<file path="src/rtl/muldiv_sequencer.sv">
// muldiv_sequencer
// Multi-cycle unsigned multiply/divide engine that feeds the hi/lo registers.
// A multiply uses a shift-add loop and a divide uses a restoring loop. Each
// loop runs one iteration per clock. While an operation is in flight, stall
// tells the control unit to freeze the PC and the register-file write enable.
//
// Optional feature, enabled when the macro MULDIV_EARLY_TERM_EN is defined:
//   A multiply finishes early once no multiplier bits are left unconsumed.
//   The accumulator is then aligned with a single barrel shift.
//   With the macro undefined, multiply latency is fixed and no shifter is built.
//
// Ports:
//   clk      rising-edge clock
//   reset    synchronous, active-high reset
//   start    request pulse, sampled only in IDLE
//   op       0 = multiply, 1 = divide (sampled with start)
//   a        multiplicand / dividend (rf read output 1)
//   b        multiplier / divisor (rf read output 2)
//   busy     high while a MUL or DIV iteration loop is running
//   stall    start in IDLE, or busy (combinational)
//   done     one-cycle pulse while hi/lo carry a fresh result
//   wehilo   hi/lo register write enable (same as done)
//   hi       product upper half, or remainder
//   lo       product lower half, or quotient
//   divzero  sticky flag set by a divide by zero, cleared by the next start
module muldiv_sequencer #(
  parameter int WIDTH = 16,
  parameter int CNTW  = 5
) (
  input  logic             clk,
  input  logic             reset,
  input  logic             start,
  input  logic             op,
  input  logic [WIDTH-1:0] a,
  input  logic [WIDTH-1:0] b,
  output logic             busy,
  output logic             stall,
  output logic             done,
  output logic             wehilo,
  output logic [WIDTH-1:0] hi,
  output logic [WIDTH-1:0] lo,
  output logic             divzero
);

  typedef enum logic [1:0] {IDLE, MUL, DIV, FIN} state_t;

  state_t               state_q, state_d;
  logic [2*WIDTH-1:0]   acc_q, acc_d;
  logic [WIDTH-1:0]     opnd_q, opnd_d;
  logic [CNTW-1:0]      cnt_q, cnt_d;
  logic [WIDTH-1:0]     hi_q, hi_d;
  logic [WIDTH-1:0]     lo_q, lo_d;
  logic                 divzero_q, divzero_d;

  logic [WIDTH:0]       mul_sum;
  logic [2*WIDTH-1:0]   mul_next;
  logic [WIDTH:0]       div_rem_sh;
  logic [WIDTH:0]       div_diff;
  logic                 div_ge;
  logic [2*WIDTH-1:0]   div_next;
  logic                 early_done;
  logic [2*WIDTH-1:0]   acc_aligned;

  // One shift-add step. The sum is WIDTH+1 bits wide, so its carry becomes
  // the new top bit after the right shift.
  assign mul_sum  = {1'b0, acc_q[2*WIDTH-1:WIDTH]} +
                    (acc_q[0] ? {1'b0, opnd_q} : {(WIDTH+1){1'b0}});
  assign mul_next = {mul_sum, acc_q[WIDTH-1:1]};

  // One restoring-divide step. The top bit of the difference is the borrow,
  // so it is clear exactly when the shifted remainder is >= the divisor.
  assign div_rem_sh = acc_q[2*WIDTH-1:WIDTH-1];
  assign div_diff   = div_rem_sh - {1'b0, opnd_q};
  assign div_ge     = ~div_diff[WIDTH];
  assign div_next   = div_ge ? {div_diff[WIDTH-1:0], acc_q[WIDTH-2:0], 1'b1}
                             : {div_rem_sh[WIDTH-1:0], acc_q[WIDTH-2:0], 1'b0};

  // The low cnt_q bits of the accumulator still hold unconsumed multiplier
  // bits. If they are all zero, the remaining iterations would only shift.
`ifdef MULDIV_EARLY_TERM_EN
  logic [WIDTH-1:0] rem_mask;
  assign rem_mask    = ~({WIDTH{1'b1}} << cnt_q);
  assign early_done  = (acc_q[WIDTH-1:0] & rem_mask) == {WIDTH{1'b0}};
  assign acc_aligned = acc_q >> cnt_q;
`else
  assign early_done  = 1'b0;
  assign acc_aligned = acc_q;
`endif

  // Next-state and datapath control. hi/lo are loaded on the edge that
  // enters FIN, so they are valid in the same cycle that done is high.
  always_comb begin
    state_d   = state_q;
    acc_d     = acc_q;
    opnd_d    = opnd_q;
    cnt_d     = cnt_q;
    hi_d      = hi_q;
    lo_d      = lo_q;
    divzero_d = divzero_q;
    case (state_q)
      IDLE: begin
        if (start) begin
          divzero_d = 1'b0;
          cnt_d     = CNTW'(WIDTH);
          opnd_d    = op ? b : a;
          acc_d     = {{WIDTH{1'b0}}, (op ? a : b)};
          if (!op) begin
            state_d = MUL;
          end else if (b != {WIDTH{1'b0}}) begin
            state_d = DIV;
          end else begin
            state_d   = FIN;
            hi_d      = a;
            lo_d      = {WIDTH{1'b1}};
            divzero_d = 1'b1;
          end
        end
      end
      MUL: begin
        if (early_done) begin
          state_d       = FIN;
          acc_d         = acc_aligned;
          {hi_d, lo_d}  = acc_aligned;
        end else begin
          acc_d = mul_next;
          cnt_d = cnt_q - CNTW'(1);
          if (cnt_q == CNTW'(1)) begin
            state_d      = FIN;
            {hi_d, lo_d} = mul_next;
          end
        end
      end
      DIV: begin
        acc_d = div_next;
        cnt_d = cnt_q - CNTW'(1);
        if (cnt_q == CNTW'(1)) begin
          state_d      = FIN;
          {hi_d, lo_d} = div_next;
        end
      end
      FIN: begin
        state_d = IDLE;
      end
      default: begin
        state_d = IDLE;
      end
    endcase
  end

  // State and datapath registers. A reset during an operation abandons it
  // with no done pulse.
  always_ff @(posedge clk) begin
    if (reset) begin
      state_q   <= IDLE;
      acc_q     <= '0;
      opnd_q    <= '0;
      cnt_q     <= '0;
      hi_q      <= '0;
      lo_q      <= '0;
      divzero_q <= 1'b0;
    end else begin
      state_q   <= state_d;
      acc_q     <= acc_d;
      opnd_q    <= opnd_d;
      cnt_q     <= cnt_d;
      hi_q      <= hi_d;
      lo_q      <= lo_d;
      divzero_q <= divzero_d;
    end
  end

  assign busy    = (state_q == MUL) || (state_q == DIV);
  assign done    = (state_q == FIN);
  assign wehilo  = done;
  assign stall   = (start && (state_q == IDLE)) || busy;
  assign hi      = hi_q;
  assign lo      = lo_q;
  assign divzero = divzero_q;

endmodule

</file>
<file path="config.mk">
export PLATFORM = sky130hd
export DESIGN_NAME = muldiv_sequencer
export DESIGN_NICKNAME = d
export VERILOG_FILES = /design/src/rtl/muldiv_sequencer.sv
export SDC_FILE = /design/constraint.sdc
export NUM_CORES = 1
export LEC_CHECK = 0
export BUFFER_PORTS_ARGS = -buffer_cell sky130_fd_sc_hd__buf_2
export CORE_UTILIZATION = 35
export DETAILED_ROUTE_END_ITERATION = 8
export PLACE_DENSITY = 0.56
export SYNTH_ARGS = -nofsm -noshare
export SYNTH_HDL_FRONTEND = slang
export SYNTH_SLANG_ARGS = --single-unit
export TNS_END_PERCENT = 1
</file>
<file path="constraint.sdc">
create_clock -name clk -period 9.22 [get_ports clk]
set_input_delay 1.383 -clock clk [delete_from_list [all_inputs] [get_ports clk]]
set_output_delay 1.383 -clock clk [all_outputs]
set_load 0.05 [all_outputs]
</file>
==> results.tsv <==
metric	value	unit
Clock Pin Slew Worst Setup and Hold Paths	0.07	ns
worst setup path startpoint	acc_aligned[0]	
crit path time final	3.71	ns
H-Tree Depth	3	
ys async rst share	0	%
crit-path cells	and2_1, ha_1, nor2b_1, o31ai_1, a211oi_1, o311ai_0, a21oi_1, a311oi_1, o21ai_0, o221a_2	
syn avg cell area	7.86	um^2
# rows	47	
WP data required	9.45	ns
DRT iter0 DRCs	357	
EDFF count, synth	0	
First-pass DRT Iterations	5	
Hold EP	acc_aligned[6]	
Fmax	269	MHz
Final Hold Vio Count	0	
WHS Path Cells	2	
DRT antenna net count	0	
core region area	16800	um^2
total power	0.00227	W
measured slew at the worst slew-check pin	1.08	ns
Finished Cell Area	6910	um^2
Max stage delay on crit path	0.74	ns
IO Count	73	
vias in the first global route	5286	
cts hold-fix bufs	0	
Die Span X	134	um
buffers plus inverters on the worst setup path	0	
setup violators final	0	
CTS tree	yes	
RSZ-0062 raised after global routing	false	
overall via count from detail_route	5656	
HPWL after detailed placement	13200	um
Leak	2.81	nW
crit share post-route	40.3	%
Final nets	889	
register area share after synthesis	29.1	%
I/O Buffers	72	
clock tree sinks	88	
total track usage	20.2	%
Vias/cell	5.45	
syn_nets	847	
largest net degree at the start of global routing	81	
HP Class	reg2reg	
MaxCap Viol Count	0	
Placement Cell Area	6570	um^2
CP Max Fanout	18	
Starting Density	36.2	%
Yosys cell types	63	
crit end category	register	
delay-heaviest family, CP	compound AO/OA/AOI/OAI gates	
initial antenna violation count	0	
Root Buffer	clkbuf_16	
CP startpoint kind	register	
clk buf depth	2	
Slew Viols, Final	0	
setup_tns	0	ns
gpl congestion	0.852	
arrival time worst endpoint	3.95	ns
Post-CTS Setup Repair Bufs	0	
flops & latches, synth	88	
top_reg_cell synth	dfxtp_1	
Clock Latency Late Sink	0.35	ns
Post-Synthesis Cells	771	
Antenna diodes	0	
first-pass GRT wire length	28500	um
R2R depth	10	
fin util	41.2	%
routed len/inst	17.1	um
critical path class	reg2reg	
DRT Wirelength	17800	um
VDD IR max	189	uV
synth warn	0	
Num CTS Buffers	9	
FF-to-FF Start	acc_aligned[0]	
gr ovfl total	0	
clk_skew	0.00981	ns
Hold Startpoint	acc_aligned[6]	
PwrDens	328	nW/um^2
Slew HR	28.0	%
layout cell share with drive strength beyond 1	15.0	%
reg2reg setup slack	5.51	ns
DRC errors left	0	
outcome	completed	
Fillers	1719	
cell area after synthesis	6060	um^2
Slowest cell on crit path	dfxtp_1	
RR Endpoint	hi[15]	
post-cts sizing count	0	
Die ar.	17800	um^2
die height	134	um
area delta synth->final	14.0	%
[cell families after synthesis]
kind of cell / count (synthesis) / synth area share [%]
simple gates: 286 / 22.0
mux: 37 / 6.42
buf+inv: 81 / 5.22
flops: 88 / 29.1
xor+xnor: 24 / 4.09
fa+ha+maj: 40 / 8.51
compound gates: 215 / 24.6
[worst register-to-register path: stages, from the launching register on]
cell      delay, ns
dfxtp_1        0.74
and2_1         0.23
ha_1           0.27
nor2b_1        0.16
o31ai_1        0.53
a211oi_1       0.24
o311ai_0       0.59
a21oi_1        0.14
a311oi_1       0.25
o21ai_0        0.17
o221a_2        0.27
[placed cells by master (no fill, tap or decap), drive strengths merged, types with 4 or more instances in the layout]
cell type and instances:
a22oi 19, o211ai 20, o221a 4, xnor2 17, xor2 7, and2 22, buf 79, a311oi 11
or3 8, mux2 15, nor4b 4, nand3 9, mux2i 22, clkbuf 11, a221oi 4, nor2 94
and3 6, a31oi 9, inv 32, ha 38, nor2b 15, dfxtp 88, o22ai 4, a21oi 56
nor4 7, a211oi 26, o21ai 23, o31ai 4, a22o 4, nor3 29, nand2b 13, nand2 75
a21o 9
[metrics by stage]
step                instances  hold slack (ns)  setup slack (ns)
floorplan                 771            0.438              5.54
global placement         1022            0.461              5.49
detailed placement       1022            0.466              5.43
CTS                      1038            0.472              5.55
global route             1038            0.493              5.37
finish                   1038            0.474              5.51
[worst max path at each step]
stage	slack, ns	to	depth (start not counted)
floorplan	5.54	stall	6
finish	5.51	hi[15]	10
global route	5.37	hi[15]	10
CTS	5.55	hi[15]	10
detailed placement	5.43	hi[7]	9
global placement	5.49	hi[14]	9
[registers in the layout, indices dropped and copies added, names as in the netlist]
register     cells
divzero          1
lo              16
opnd_q          16
hi              16
state_q          2
acc_aligned     32
cnt_q            5
[per-layer routing]
| layer | track usage (%) | vias up | share of wire, % |
|---|---|---|---|
| li1 | - | 2872 | - |
| met1 | 28.5 | 2629 | 49 |
| met2 | 31.8 | 134 | 45 |
| met3 | 2.47 | 21 | 4.1 |
| met4 | 6.19 | 0 | 1.8 |
| met5 | 0 | - | 0 |
[cell type report]
| class | count | area (um^2) | share of cell area [%] |
|---|---|---|---|
| Clock buffer | 11 | 233 | 3.37 |
| Multi-Input combinational cell | 602 | 4000 | 57.9 |
| Timing Repair Buffer | 79 | 413 | 5.97 |
| Clock inverter | 5 | 105 | 1.52 |
| Sequential cell | 88 | 1760 | 25.5 |
| Inverter | 33 | 124 | 1.79 |
| Tap cell | 220 | 275 | 3.98 |
[power by group]
group | total, W | leakage [nW] | switching [W] | internal [W]
sequential | 0.000609 | 0.721 | 0.000104 | 0.000505
combinational | 0.00124 | 1.93 | 0.000849 | 0.000394
clock | 0.000419 | 0.156 | 0.000154 | 0.000265
total | 0.00227 | 2.81 | 0.00111 | 0.00116
[cell usage after synthesis (6+ instances only)]
master | n | area (um^2)
o21ai_0 | 22 | 110
a21o_1 | 9 | 67.6
ha_1 | 38 | 475
a311oi_1 | 11 | 96.3
dfxtp_1 | 88 | 1760
nor2_1 | 94 | 353
mux2_2 | 15 | 169
a22oi_1 | 19 | 143
nand2_1 | 75 | 282
and2_1 | 22 | 138
nor3_1 | 29 | 145
clkbuf_1 | 42 | 158
nor4_1 | 7 | 43.8
inv_1 | 32 | 120
nand3_1 | 9 | 45.0
mux2i_1 | 22 | 220
nor2b_1 | 15 | 93.8
o211ai_1 | 18 | 135
xor2_1 | 6 | 52.6
a21oi_1 | 56 | 280
a211oi_1 | 26 | 195
xnor2_1 | 16 | 140
a31oi_1 | 8 | 50.1
or3_1 | 8 | 50.1
nand2b_1 | 13 | 81.3
Note: power is estimated with default switching activity, not from simulation.
